==> src/rtl/param_fifo.sv <==
// Synchronous single-clock FIFO with programmable almost-full/almost-empty thresholds.
// Define PARAM_FIFO_ERR_STICKY_EN to latch error until reset instead of pulsing it.
module param_fifo #(
  parameter int unsigned DATA_W    = 8,
  parameter int unsigned DEPTH     = 16,
  parameter int unsigned AF_THRESH = DEPTH - 2,
  parameter int unsigned AE_THRESH = 2
) (
  input  logic                     clk,
  input  logic                     rst,
  input  logic                     write_en,
  input  logic                     read_en,
  input  logic [DATA_W-1:0]        data_in,
  output logic [DATA_W-1:0]        data_out,
  output logic                     full,
  output logic                     empty,
  output logic                     almost_full,
  output logic                     almost_empty,
  output logic [$clog2(DEPTH):0]   count,
  output logic                     overflow,
  output logic                     underflow,
  output logic                     error
);

  localparam int unsigned AW = $clog2(DEPTH);
  localparam int unsigned CW = AW + 1;

  logic [DATA_W-1:0] mem [DEPTH];
  logic [AW-1:0]     wr_ptr;
  logic [AW-1:0]     rd_ptr;
  logic              rd_acc_c;
  logic              wr_acc_c;
  logic              ovf_c;
  logic              udf_c;

  // Status flags are decoded from the registered occupancy.
  assign full         = (count == CW'(DEPTH));
  assign empty        = (count == CW'(0));
  assign almost_full  = (count >= CW'(AF_THRESH));
  assign almost_empty = (count <= CW'(AE_THRESH));

  // A read frees a slot, so a write into a full FIFO is accepted alongside it.
  always_comb begin
    rd_acc_c = read_en && !empty;
    wr_acc_c = write_en && (!full || rd_acc_c);
    ovf_c    = write_en && full && !read_en;
    udf_c    = read_en && empty;
  end

  // Storage is not reset; writes are blocked while reset is held.
  always_ff @(posedge clk) begin
    if (rst && wr_acc_c) begin
      mem[wr_ptr] <= data_in;
    end
  end

  always_ff @(posedge clk or negedge rst) begin
    if (!rst) begin
      wr_ptr    <= '0;
      rd_ptr    <= '0;
      count     <= '0;
      data_out  <= '0;
      overflow  <= 1'b0;
      underflow <= 1'b0;
    end else begin
      if (wr_acc_c) begin
        wr_ptr <= wr_ptr + AW'(1);
      end
      if (rd_acc_c) begin
        rd_ptr   <= rd_ptr + AW'(1);
        data_out <= mem[rd_ptr];
      end
      case ({wr_acc_c, rd_acc_c})
        2'b10:   count <= count + CW'(1);
        2'b01:   count <= count - CW'(1);
        default: count <= count;
      endcase
      overflow  <= ovf_c;
      underflow <= udf_c;
    end
  end

`ifdef PARAM_FIFO_ERR_STICKY_EN
  logic err_q;

  // Latches on the same edge the first overflow/underflow pulse appears.
  always_ff @(posedge clk or negedge rst) begin
    if (!rst) begin
      err_q <= 1'b0;
    end else if (ovf_c || udf_c) begin
      err_q <= 1'b1;
    end
  end

  assign error = err_q;
`else
  assign error = overflow | underflow;
`endif

endmodule

==> config.mk <==
export PLATFORM = sky130hd
export DESIGN_NAME = param_fifo
export DESIGN_NICKNAME = d
export VERILOG_FILES = /design/src/rtl/param_fifo.sv
export SDC_FILE = /design/constraint.sdc
export NUM_CORES = 1
export LEC_CHECK = 0
export ABC_AREA = 1
export BUFFER_PORTS_ARGS = -buffer_cell sky130_fd_sc_hd__buf_4
export CAP_MARGIN = 20
export CORE_ASPECT_RATIO = 2
export CORE_MARGIN = 10
export CORE_UTILIZATION = 60
export DETAILED_ROUTE_END_ITERATION = 6
export GPL_ROUTABILITY_DRIVEN = 0
export MAX_ROUTING_LAYER = met4
export PLACE_DENSITY = 0.78
export SLEW_MARGIN = 10
export SYNTH_ARGS = -nofsm -noshare
export SYNTH_HDL_FRONTEND = slang
export SYNTH_SLANG_ARGS = --single-unit
export TNS_END_PERCENT = 10
==> constraint.sdc <==
create_clock -name clk -period 3 [get_ports clk]
set_clock_uncertainty 0.15 [all_clocks]
set_input_delay 0.15 -clock clk [delete_from_list [all_inputs] [get_ports clk]]
set_output_delay 0.15 -clock clk [all_outputs]
set_load 0.05 [all_outputs]
-- Word level (Yosys, flattened, before mapping)
Memory sizes are Yosys's and may differ from the RTL's. A register that Yosys moved wholly into a read port is not among the register bits.
Index checks and enable logic that the tools add are counted.
- bits in registers: 15
- memory bits (writable): 128
- output and inout bits: 20
- word-level logic and storage cells: 32
- memories: 1
- add/subtract/negate cells: 4
- magnitude comparators: 2
- equal/unequal tests: 3
- muxes and demuxes: 3
- bitwise logic cells: 1
- reduce and logical (&&, ||, !) cells: 13
- memories (memory ; depth ; width ; read ports ; clocked after memory_dff ; wr ports ; RTL line ; source):
    mem ; 16 ; 8 ; 1 ; 1 ; 1 ; 28 ; logic [DATA_W-1:0] mem [DEPTH];
- operators with widths (kind ; count):
    $pmux W5 S2 ; 1
    $add A4 B1 Y4 const B ; 2
    $logic_and A1 B1 Y1 ; 6
    $add A5 B1 Y5 const B ; 1
    $eq A5 B5 Y1 const B ; 1
    $ge A5 B4 Y1 const B ; 1
    $le A5 B2 Y1 const B ; 1
    $logic_not A5 Y1 ; 1
    $sub A5 B1 Y5 const B ; 1
    $logic_not A1 Y1 ; 4
    $eq A2 B1 Y1 const B ; 1
    $eq A2 B2 Y1 const B ; 1
    $mux W1 ; 2
    $reduce_bool A2 Y1 ; 1
    $logic_or A1 B1 Y1 ; 1
    $or A1 B1 Y1 ; 1

-- Longest topological paths before layout
Gate-level depths: netlist (run 1).
- depth in word-level cells: 8
- gate-level depth with buffers: 15
- gate-level depth less buffers: 15

-- Worst setup path before layout (run 1)
No wires, ideal clock.
- path type: flip-flop to output port
- from: register count[0]
- to: output almost_empty
- arrival: 3.173 ns
- path slack: -0.473 ns
- cell stages (with the launch flop): 2
- cells stage by stage: dfrtp_1 -> a2111oi_0
- cells in the longest elaborated chain, start to end: 1
- ends and longest elaborated chain (element ; RTL line ; source):
    from (decl) ; 19 ; output logic [$clog2(DEPTH):0] count,
    from (signal assigned) ; 74 ; 2'b10: count <= count + CW'(1);
    from (signal assigned) ; 75 ; 2'b01: count <= count - CW'(1);
    from (signal assigned) ; 76 ; default: count <= count;
    $le A5 B2 Y1 ; 40 ; assign almost_empty = (count <= CW'(AE_THRESH));
    to (decl) ; 18 ; output logic almost_empty,
No other way between the ends.

-- Worst setup path in the final report (run 1)
- from: register count[0]
- to: memory mem[8][3] (enable)
- cells in the longest elaborated chain, start to end: 8
- elaborated cells on any way between the ends: 10
- classes of those cells: 1 x eq/ne; 2 x mux; 7 x reduce/logical
- ends and longest elaborated chain (element ; RTL line ; source):
    $logic_not A5 Y1 ; 38 ; assign empty = (count == CW'(0));
    $logic_not A1 Y1 ; 44 ; rd_acc_c = read_en && !empty;
    $logic_and A1 B1 Y1 ; 44 ;
    $logic_or A1 B1 Y1 * ; 45 ; wr_acc_c = write_en && (!full || rd_acc_c);
    $logic_and A1 B1 Y1 * ; 45 ;
    $logic_and A1 B1 Y1 * ; 52 ; if (rst && wr_acc_c) begin
    $mux W1 * ; 52 ;
    $mux W1 (not written as such) * ; 53 ; mem[wr_ptr] <= data_in;
    to (decl) ; 28 ;
Mark *: on every way between the ends. The rest lies on a longest branch, timed or not.

==> results of run 1 <==
## worst max-delay path by stage
stage,slack [ps],cells after the start,to
after floorplan,190,1,almost_empty
after global placement,830,8,mem[14][3]$_DFFE_PP_
after detailed placement,730,8,mem[14][3]$_DFFE_PP_
after CTS,710,8,mem[14][6]$_DFFE_PP_
after global routing,590,8,mem[14][6]$_DFFE_PP_
final,730,8,mem[8][3]$_DFFE_PP_
## synth_stat cells (all sizes together)
master,count
edfxtp,128
nand4,5
nor2,117
dfrtp,23
inv,22
a31oi,8
clkinv,1
o221ai,5
or2,1
o22ai,8
nand2,33
clkbuf,9
xnor2,1
o21ai,73
nand3,18
buf,18
o211ai,27
a2111oi,1
ha,7
xor2,7
## routing by layer
metal  routed length [um]  track usage [%]  share of wire, %
met3                  897             4.76               5.9
met2                 8060             36.4                53
met4                 1050             15.5               6.9
met5                    0                -                 0
met1                 5190             20.6                34
## area by class of cell
class                      instances  area share [%]
clock buffer                      20            5.99
sequential                       151            60.7
multi-input combinational        311            21.9
tap                              135            2.32
clock inverter                    12            2.77
inverter                          23            1.19
timing repair buffer              45            5.19
## registers in the layout, indices dropped and copies added, names as in the netlist
signal	count
rd_ptr	4
mem	128
data_out	8
count	5
wr_ptr	4
overflow	1
underflow	1
## through the flow
stage | util (%) | power [mW] | setup slack, ps
finish | 71.8 | 7.63 | 727
global placement | 64.4 | 5.22 | 833
floorplan | - | 4.53 | 188
detailed placement | 64.4 | 5.31 | 731
global route | 71.8 | 7.96 | 586
CTS | 71.8 | 7.62 | 714
## power by group
group	internal (mW)	total, mW	leakage [nW]	switching (mW)
combinational	0.751	2.58	0.882	1.83
clock	1.47	2.30	0.304	0.821
sequential	2.52	2.76	1.42	0.242
## cell families (layout without fill, tap and decap cells)
kind of cell	Yosys count	after routing	share of synthesized area, %
xor gates and xnor gates	8	8	1.12
and+or+nand+nor	174	174	11.4
adders and majority gates	7	7	1.40
DFF	151	151	70.9
AOI/OAI and AO/OA	122	122	11.6
buffers and inverters	50	100	3.57
## what timing repair did
item / CTS / global route
hold buffers: 11 / 0
buffers inserted: 0 / 0
endpoints found under the hold margin: 155 / 0
==> results.json, run 1 <==
{
  "dpl_cell_area_sq_mm": 0.00654,
  "irDropWorstVdd_mv": 0.632,
  "dieArea_sq_mm": 0.0151,
  "clock_sinks": 151,
  "period_share_pct": 75.8,
  "gr-total-overflow": 0,
  "core_sq_mm": 0.0101,
  "ys_seq_elements": 151,
  "finish.instance_area_sq_mm": 0.00728,
  "seq_area_sq_mm": 0.00442,
  "synth_area_per_cell_sq_um": 12.2,
  "nFillCells": 679,
  "cts.reportedPaths.clkPinSlew_ps": 60,
  "root_buffer": "clkbuf_16",
  "hold_class": "primary input to async pin",
  "vias": 4227,
  "rsz0062_at_grt": "false",
  "syn_nets": 531,
  "final_cell_mix": "edfxtp_1 (128), nor2_1 (116), o21ai_0 (70)",
  "nets": 568,
  "worstMarginPinSlew_ps": 1050,
  "r2r-start": "count[0]$_DFFE_PN0P_",
  "detailed_place_hpwl_um": 9730,
  "cts_made_buffers": 17,
  "mostFrequentLayoutCell": "edfxtp_1",
  "post-synth-top-area-fraction_pct": 61.7,
  "routed_wl_um": 15200,
  "routed_via_density": 6.06,
  "die_h_um": 164,
  "rrSetupSlack_ps": 730,
  "yosysSeqAreaShare_pct": 70.9,
  "drive_gt1_share_pct": 13.0,
  "critPathSlowestCell": "nor2_1",
  "multiInputGateArea_sq_mm": 0.00159,
  "dp_cells": 654,
  "cts_tree": "built",
  "htree_levels": 4,
  "port_buffers": 31,
  "synthesis.area_sq_mm": 0.00623,
  "status": "completed",
  "grt_pass1_wl_um": 23400,
  "drt_iter0_markers": 406,
  "finalHoldViolCount": 0,
  "syn_inst": 512,
  "crit_path_end_kind": "flop",
  "fmax_ghz": 0.440,
  "ctsResizeCount": 0,
  "critPathBufInv": 1,
  "cpPeakStageDelay_ps": 590,
  "cp.arrival_ps": 2180,
  "r2r_end": "mem[8][3]$_DFFE_PP_",
  "setup_viol_count_final": 0,
  "cp-startpoint": "count[0]$_DFFE_PN0P_",
  "ys_warn_count": 0,
  "grt_util_all_layers_pct": 21.3,
  "fin_setup_tns_ps": 0,
  "wl_per_cell_um": 21.8,
  "antenna_found_initial": 0,
  "crit_chain": "nor2_1 -> nand2_1 -> nor2_2 -> nand2_2 -> nand2_2 -> inv_2 -> nand2_1 -> nor2_1",
  "synth_area_leader_cell": "edfxtp_1",
  "rows": 52,
  "cp.required_ps": 2900,
  "ant_nets": 0,
  "relSlewSlack_pct": 30.1,
  "cp_top_family": "simple AND/OR/NAND/NOR gates",
  "grt_max_degree": 67,
  "crit_type": "flop to flop",
  "drt_first_pass_iters": 6,
  "grt_pass1_vias": 4396,
  "synthDistinctLibCells": 28,
  "maxCapViolCount": 0,
  "p_leak_nw": 2.61,
  "maxSlewViolCount": 0,
  "start_kind": "flop",
  "die_w_um": 92.1,
  "fin_crit_ps": 2270,
  "stdcell_count": 697,
  "clock_latency_ps": 430,
  "synth_area_leaders": "edfxtp_1 (62%), dfrtp_1 (9.2%), nor2_1 (7.0%)",
  "path_max_fanout": 8,
  "clockBufferDepth": 2,
  "holdWs_ps": 40.6,
  "drc": 0,
  "ios": 32,
  "syn2layout_area_growth_pct": 16.9,
  "rr_worst_depth": 8,
  "start_util_pct": 61.4,
  "powerDensity_mw_per_mm2": 1050,
  "diodes": 0
}
No activity file was read; power rests on OpenSTA's default activity.
==> run 2, diff against run 1 <==
==> constraint.sdc (replaced) <==
create_clock -name clk -period 2.2 [get_ports clk]
set_clock_uncertainty 0.15 [all_clocks]
set_input_delay 0.11 -clock clk [delete_from_list [all_inputs] [get_ports clk]]
set_output_delay 0.11 -clock clk [all_outputs]
set_load 0.05 [all_outputs]
==> results.json, run 2 (synthesized netlist as in run 1, its figures left out) <==
{
  "core_sq_mm": 0.0101,
  "top_register": "mem",
  "switching_share_pct": 37.5,
  "detailed_place_hpwl_um": 9660,
  "grt_max_degree": 38,
  "syn2layout_area_growth_pct": 18.7,
  "die_h_um": 164,
  "hold_class": "primary input to async pin",
  "rows": 52,
  "irDropWorstVdd_mv": 0.921,
  "power_mw": 10.2,
  "gr-total-overflow": 0,
  "grt_pass1_vias": 4426,
  "top_regs": "mem: 128 flops, data_out: 8 flops, count: 5 flops",
  "cts_tree": "built",
  "start_util_pct": 61.4,
  "powerDensity_mw_per_mm2": 1380,
  "mostFrequentLayoutCell": "edfxtp_1",
  "maxCapViolCount": 0,
  "grt_pass1_wl_um": 22100,
  "nFillCells": 675,
  "antenna_found_initial": 0,
  "p_int_mw": 6.37,
  "clock_latency_ps": 410,
  "p_leak_nw": 2.67,
  "drt_iter0_markers": 267,
  "fmax_ghz": 0.471,
  "p_clk_share_pct": 27.4,
  "p_seq_share_pct": 36.5,
  "root_buffer": "clkbuf_16",
  "grt_util_all_layers_pct": 20.0,
  "p_sw_mw": 3.81,
  "clock_sinks": 151,
  "drive_gt1_share_pct": 17.4,
  "maxSlewViolCount": 0,
  "drt_first_pass_iters": 5,
  "cts_made_buffers": 17,
  "multiInputGateArea_sq_mm": 0.00164,
  "start_kind": "flop",
  "ios": 32,
  "crit_type": "flop to flop",
  "final_core_util_pct": 72.9,
  "cts.reportedPaths.clkPinSlew_ps": 60,
  "status": "completed",
  "cp.arrival_ps": 2020,
  "crit_path_end_kind": "flop",
  "clockBufferDepth": 2,
  "dieArea_sq_mm": 0.0151,
  "die_w_um": 92.1,
  "worstMarginPinSlew_ps": 769,
  "rsz0062_at_grt": "true",
  "ant_nets": 0,
  "cp.required_ps": 2090,
  "layout_setup_ws_ps": 75.2,
  "port_buffers": 31,
  "pre_cts_slack_ps": 48.5,
  "relSlewSlack_pct": 48.6,
  "fin_crit_ps": 2120,
  "seq_area_sq_mm": 0.00443,
  "largest_reg_flops": 128,
  "comb_power_share_pct": 36.1,
  "wl_per_cell_um": 19.6,
  "diodes": 0,
  "nets": 587,
  "period_share_pct": 96.6,
  "drc": 0,
  "setup_viol_count_final": 0,
  "routed_wl_um": 14000,
  "vias": 4212,
  "htree_levels": 4,
  "cts_setup_buffers": 0,
  "finalHoldViolCount": 0,
  "final_cell_mix": "edfxtp_1 (128), nor2_1 (108), o21ai_0 (70)",
  "routed_via_density": 5.89,
  "path_max_fanout": 8
}
## run 2: cell count changes in the layout (fill, tap and decap cells not counted), sizes merged
cell and change:
clkbuf +1, clkinvlp -1, bufinv -2, buf +18, dlygate4sd3 +1, clkinv +1
## run 2: worst paths after layout
path	start	end	slack (ps)	cells past startpoint
setup reg to reg	count[4]$_DFFE_PN0P_	mem[1][0]$_DFFE_PP_	80	7
min in group clk	write_en	overflow$_DFF_PN0_	400	4
hold / removal	rst	overflow$_DFF_PN0_	160	3
max in group asynchronous	rst	wr_ptr[2]$_DFFE_PN0N_	1240	3
hold reg to reg	data_out[7]$_DFFE_PN0N_	data_out[7]$_DFFE_PN0N_	400	2
setup / recovery	count[4]$_DFFE_PN0P_	mem[1][0]$_DFFE_PP_	80	7
## run 2: repair_timing
action / in CTS / in global routing
setup endpoints to repair: 0 / 33
hold buffers: 12 / 0
resized for setup: 0 / 10
hold endpoints to repair: 155 / 0
## run 2: layer usage
layer,track usage (%),vias to the layer above,part of all wire [%]
met5,-,-,0
met4,13.3,0,5.9
met3,5.58,69,4.9
met2,35.7,177,55
met1,17.6,2014,34
li1,-,1952,-
## run 2: power groups by stage
stage	sequential (mW)	clock [mW]	combinational, mW
after floorplan	4.10	0	2.11
after global placement	3.73	0	3.49
after detailed placement	3.75	0	3.59
after CTS	3.70	2.81	3.64
after global routing	3.75	2.94	4.01
final	3.71	2.79	3.68
## run 2: per-stage QoR
stage | cells | hold WS (ps) | TNS [ps] | cell area (sq um)
final | 715 | 165 | 0 | 7400
after global routing | 715 | 172 | -1240 | 7400
after CTS | 715 | 134 | 0 | 7360
after detailed placement | 672 | -220 | 0 | 6670
after global placement | 672 | -222 | 0 | 6670
after floorplan | 512 | -336 | -361 | 6250
## run 2: final cells by class
class                   count  area share (%)
multi-input cells         311            22.1
clock buffers              21            5.95
clock inverters            10            1.76
flip-flops and latches    151            59.8
inverters                  23            1.17
repair buffers             64            6.90
well taps                 135            2.28
## run 2: critical path, cell delays in order (launching register included)
cell and delay (ps):
dfrtp_1 380, inv_1 180, nor2_4 60, nand2_2 70, nand2_2 60, inv_2 80, nand2_1 170, nor2_1 600
==> run 3, diff against run 2 <==
--- a/config.mk
+++ b/config.mk
@@ -10,11 +10,10 @@
 export CAP_MARGIN = 20
 export CORE_ASPECT_RATIO = 2
 export CORE_MARGIN = 10
-export CORE_UTILIZATION = 60
+export CORE_UTILIZATION = 47
 export DETAILED_ROUTE_END_ITERATION = 6
 export GPL_ROUTABILITY_DRIVEN = 0
 export MAX_ROUTING_LAYER = met4
-export PLACE_DENSITY = 0.78
 export SLEW_MARGIN = 10
 export SYNTH_ARGS = -nofsm -noshare
 export SYNTH_HDL_FRONTEND = slang
==> results.json, run 3 (synthesized netlist as in run 1, its figures left out) <==
{
  "dpl_cell_area_sq_mm": 0.00681,
  "nets": 608,
  "cp.arrival_ps": 1980,
  "htree_levels": 4,
  "die_w_um": 101,
  "routed_via_density": 5.55,
  "dieArea_sq_mm": 0.0185,
  "clock_latency_ps": 410,
  "drive_gt1_share_pct": 19.9,
  "status": "completed",
  "routed_wl_um": 14300,
  "start_util_pct": 48.0,
  "relSlewSlack_pct": 59.9,
  "mostFrequentLayoutCell": "edfxtp_1",
  "rsz0062_at_grt": "false",
  "crit_path_end_kind": "flop",
  "powerDensity_mw_per_mm2": 1370,
  "ios": 32,
  "top_register": "mem",
  "top_regs": "mem: 128 flops, data_out: 8 flops, count: 5 flops",
  "rrSetupSlack_ps": 190,
  "cts_tree": "built",
  "finish.instance_area_sq_mm": 0.00761,
  "clock_sinks": 151,
  "p_clk_share_pct": 28.3,
  "rr_worst_depth": 9,
  "fmax_ghz": 0.498,
  "comb_power_share_pct": 36.6,
  "drt_first_pass_iters": 4,
  "finalHoldViolCount": 0,
  "fin_crit_ps": 2010,
  "grt_pass1_wl_um": 22200,
  "crit_type": "flop to flop",
  "antenna_found_initial": 0,
  "vias": 4185,
  "setup_viol_count_final": 0,
  "core_sq_mm": 0.0130,
  "maxSlewViolCount": 0,
  "pre_cts_slack_ps": 121,
  "grt_max_degree": 42,
  "largest_reg_flops": 128,
  "start_kind": "flop",
  "path_max_fanout": 8,
  "cp.required_ps": 2170,
  "final_core_util_pct": 58.6,
  "detailed_place_hpwl_um": 9880,
  "root_buffer": "clkbuf_16",
  "clockBufferDepth": 2,
  "diodes": 0,
  "drc": 0,
  "layout_setup_ws_ps": 193,
  "gr-total-overflow": 0,
  "p_seq_share_pct": 35.0,
  "irDropWorstVdd_mv": 1.15,
  "port_buffers": 31,
  "cts_made_buffers": 17,
  "syn2layout_area_growth_pct": 22.1,
  "cts.reportedPaths.clkPinSlew_ps": 60,
  "grt_util_all_layers_pct": 16.3,
  "wl_per_cell_um": 19.0,
  "ant_nets": 0,
  "p_int_mw": 6.53,
  "hold_class": "primary input to async pin",
  "drt_iter0_markers": 150,
  "period_share_pct": 91.2,
  "maxCapViolCount": 0,
  "r2r-start": "count[4]$_DFFE_PN0P_",
  "switching_share_pct": 37.3,
  "final_cell_mix": "edfxtp_1 (128), nor2_1 (114), buf_4 (72)",
  "p_leak_nw": 2.79,
  "worstMarginPinSlew_ps": 601,
  "die_h_um": 183,
  "grt_pass1_vias": 4196,
  "r2r_end": "mem[4][2]$_DFFE_PP_",
  "rows": 59,
  "p_sw_mw": 3.88
}
## run 3: metrics by stage
stage | total power [mW] | setup TNS, ps | hold slack, ps | instances
2_1_floorplan | 6.21 | -361 | -336 | 512
3_3_place_gp | 7.33 | 0 | -101 | 702
3_5_place_dp | 7.41 | 0 | -102 | 702
4_1_cts | 10.4 | 0 | 13.9 | 746
5_1_grt | 11.0 | 0 | 18.1 | 754
6_report | 10.4 | 0 | 5.05 | 754
## run 3: how the worst max path moves through the flow
stage                    startpoint                   end  slack [ps]  cells past startpoint
6_report       count[4]$_DFFE_PN0P_   mem[4][2]$_DFFE_PP_         190                      9
5_1_grt        count[1]$_DFFE_PN0P_  count[4]$_DFFE_PN0P_          20                     15
4_1_cts        count[3]$_DFFE_PN0P_  count[4]$_DFFE_PN0P_         110                     15
3_5_place_dp   count[3]$_DFFE_PN0P_  count[4]$_DFFE_PN0P_         120                     15
3_3_place_gp   count[3]$_DFFE_PN0P_  count[4]$_DFFE_PN0P_         170                     15
2_1_floorplan  count[4]$_DFFE_PN0P_   mem[7][0]$_DFFE_PP_         -10                      7
## run 3: worst max-delay path, cell delays in order (launching register included)
cell,delay [ps]
dfrtp_1,440
inv_1,120
buf_4,140
nor2_4,40
nand2_2,60
nand2_2,50
inv_2,110
nand2_1,140
nor2_1,240
buf_4,210
## run 3: layout make-up
class | count | area (sq um)
fill | 1024 | 5380
sequential | 151 | 4430
multi-input combinational | 311 | 1620
timing repair buffer | 85 | 681
clock buffer | 20 | 447
tap | 152 | 190
clock inverter | 12 | 168
inverter | 23 | 86.3
## run 3: per-layer routing
metal | share of wire (%) | GRT usage [%] | vias to the layer above
met4 | 2.0 | 6.39 | 0
met1 | 38 | 16.4 | 2054
met5 | 0 | - | -
met2 | 57 | 29.5 | 101
met3 | 2.9 | 3.31 | 26
li1 | - | - | 2004
## run 3: what timing repair did
action / CTS / global route
resized for setup: 0 / 3
hold buffers: 12 / 0
endpoints found under the hold margin: 156 / 0
buffers inserted: 0 / 8
setup endpoints to repair: 0 / 2
## run 3: power by group through the flow
stage / Clock (mW) / Sequential, mW / Combinational (mW)
2_1_floorplan: 0 / 4.10 / 2.11
3_3_place_gp: 0 / 3.70 / 3.63
3_5_place_dp: 0 / 3.72 / 3.69
4_1_cts: 2.99 / 3.66 / 3.73
5_1_grt: 3.13 / 3.67 / 4.18
6_report: 2.95 / 3.64 / 3.81
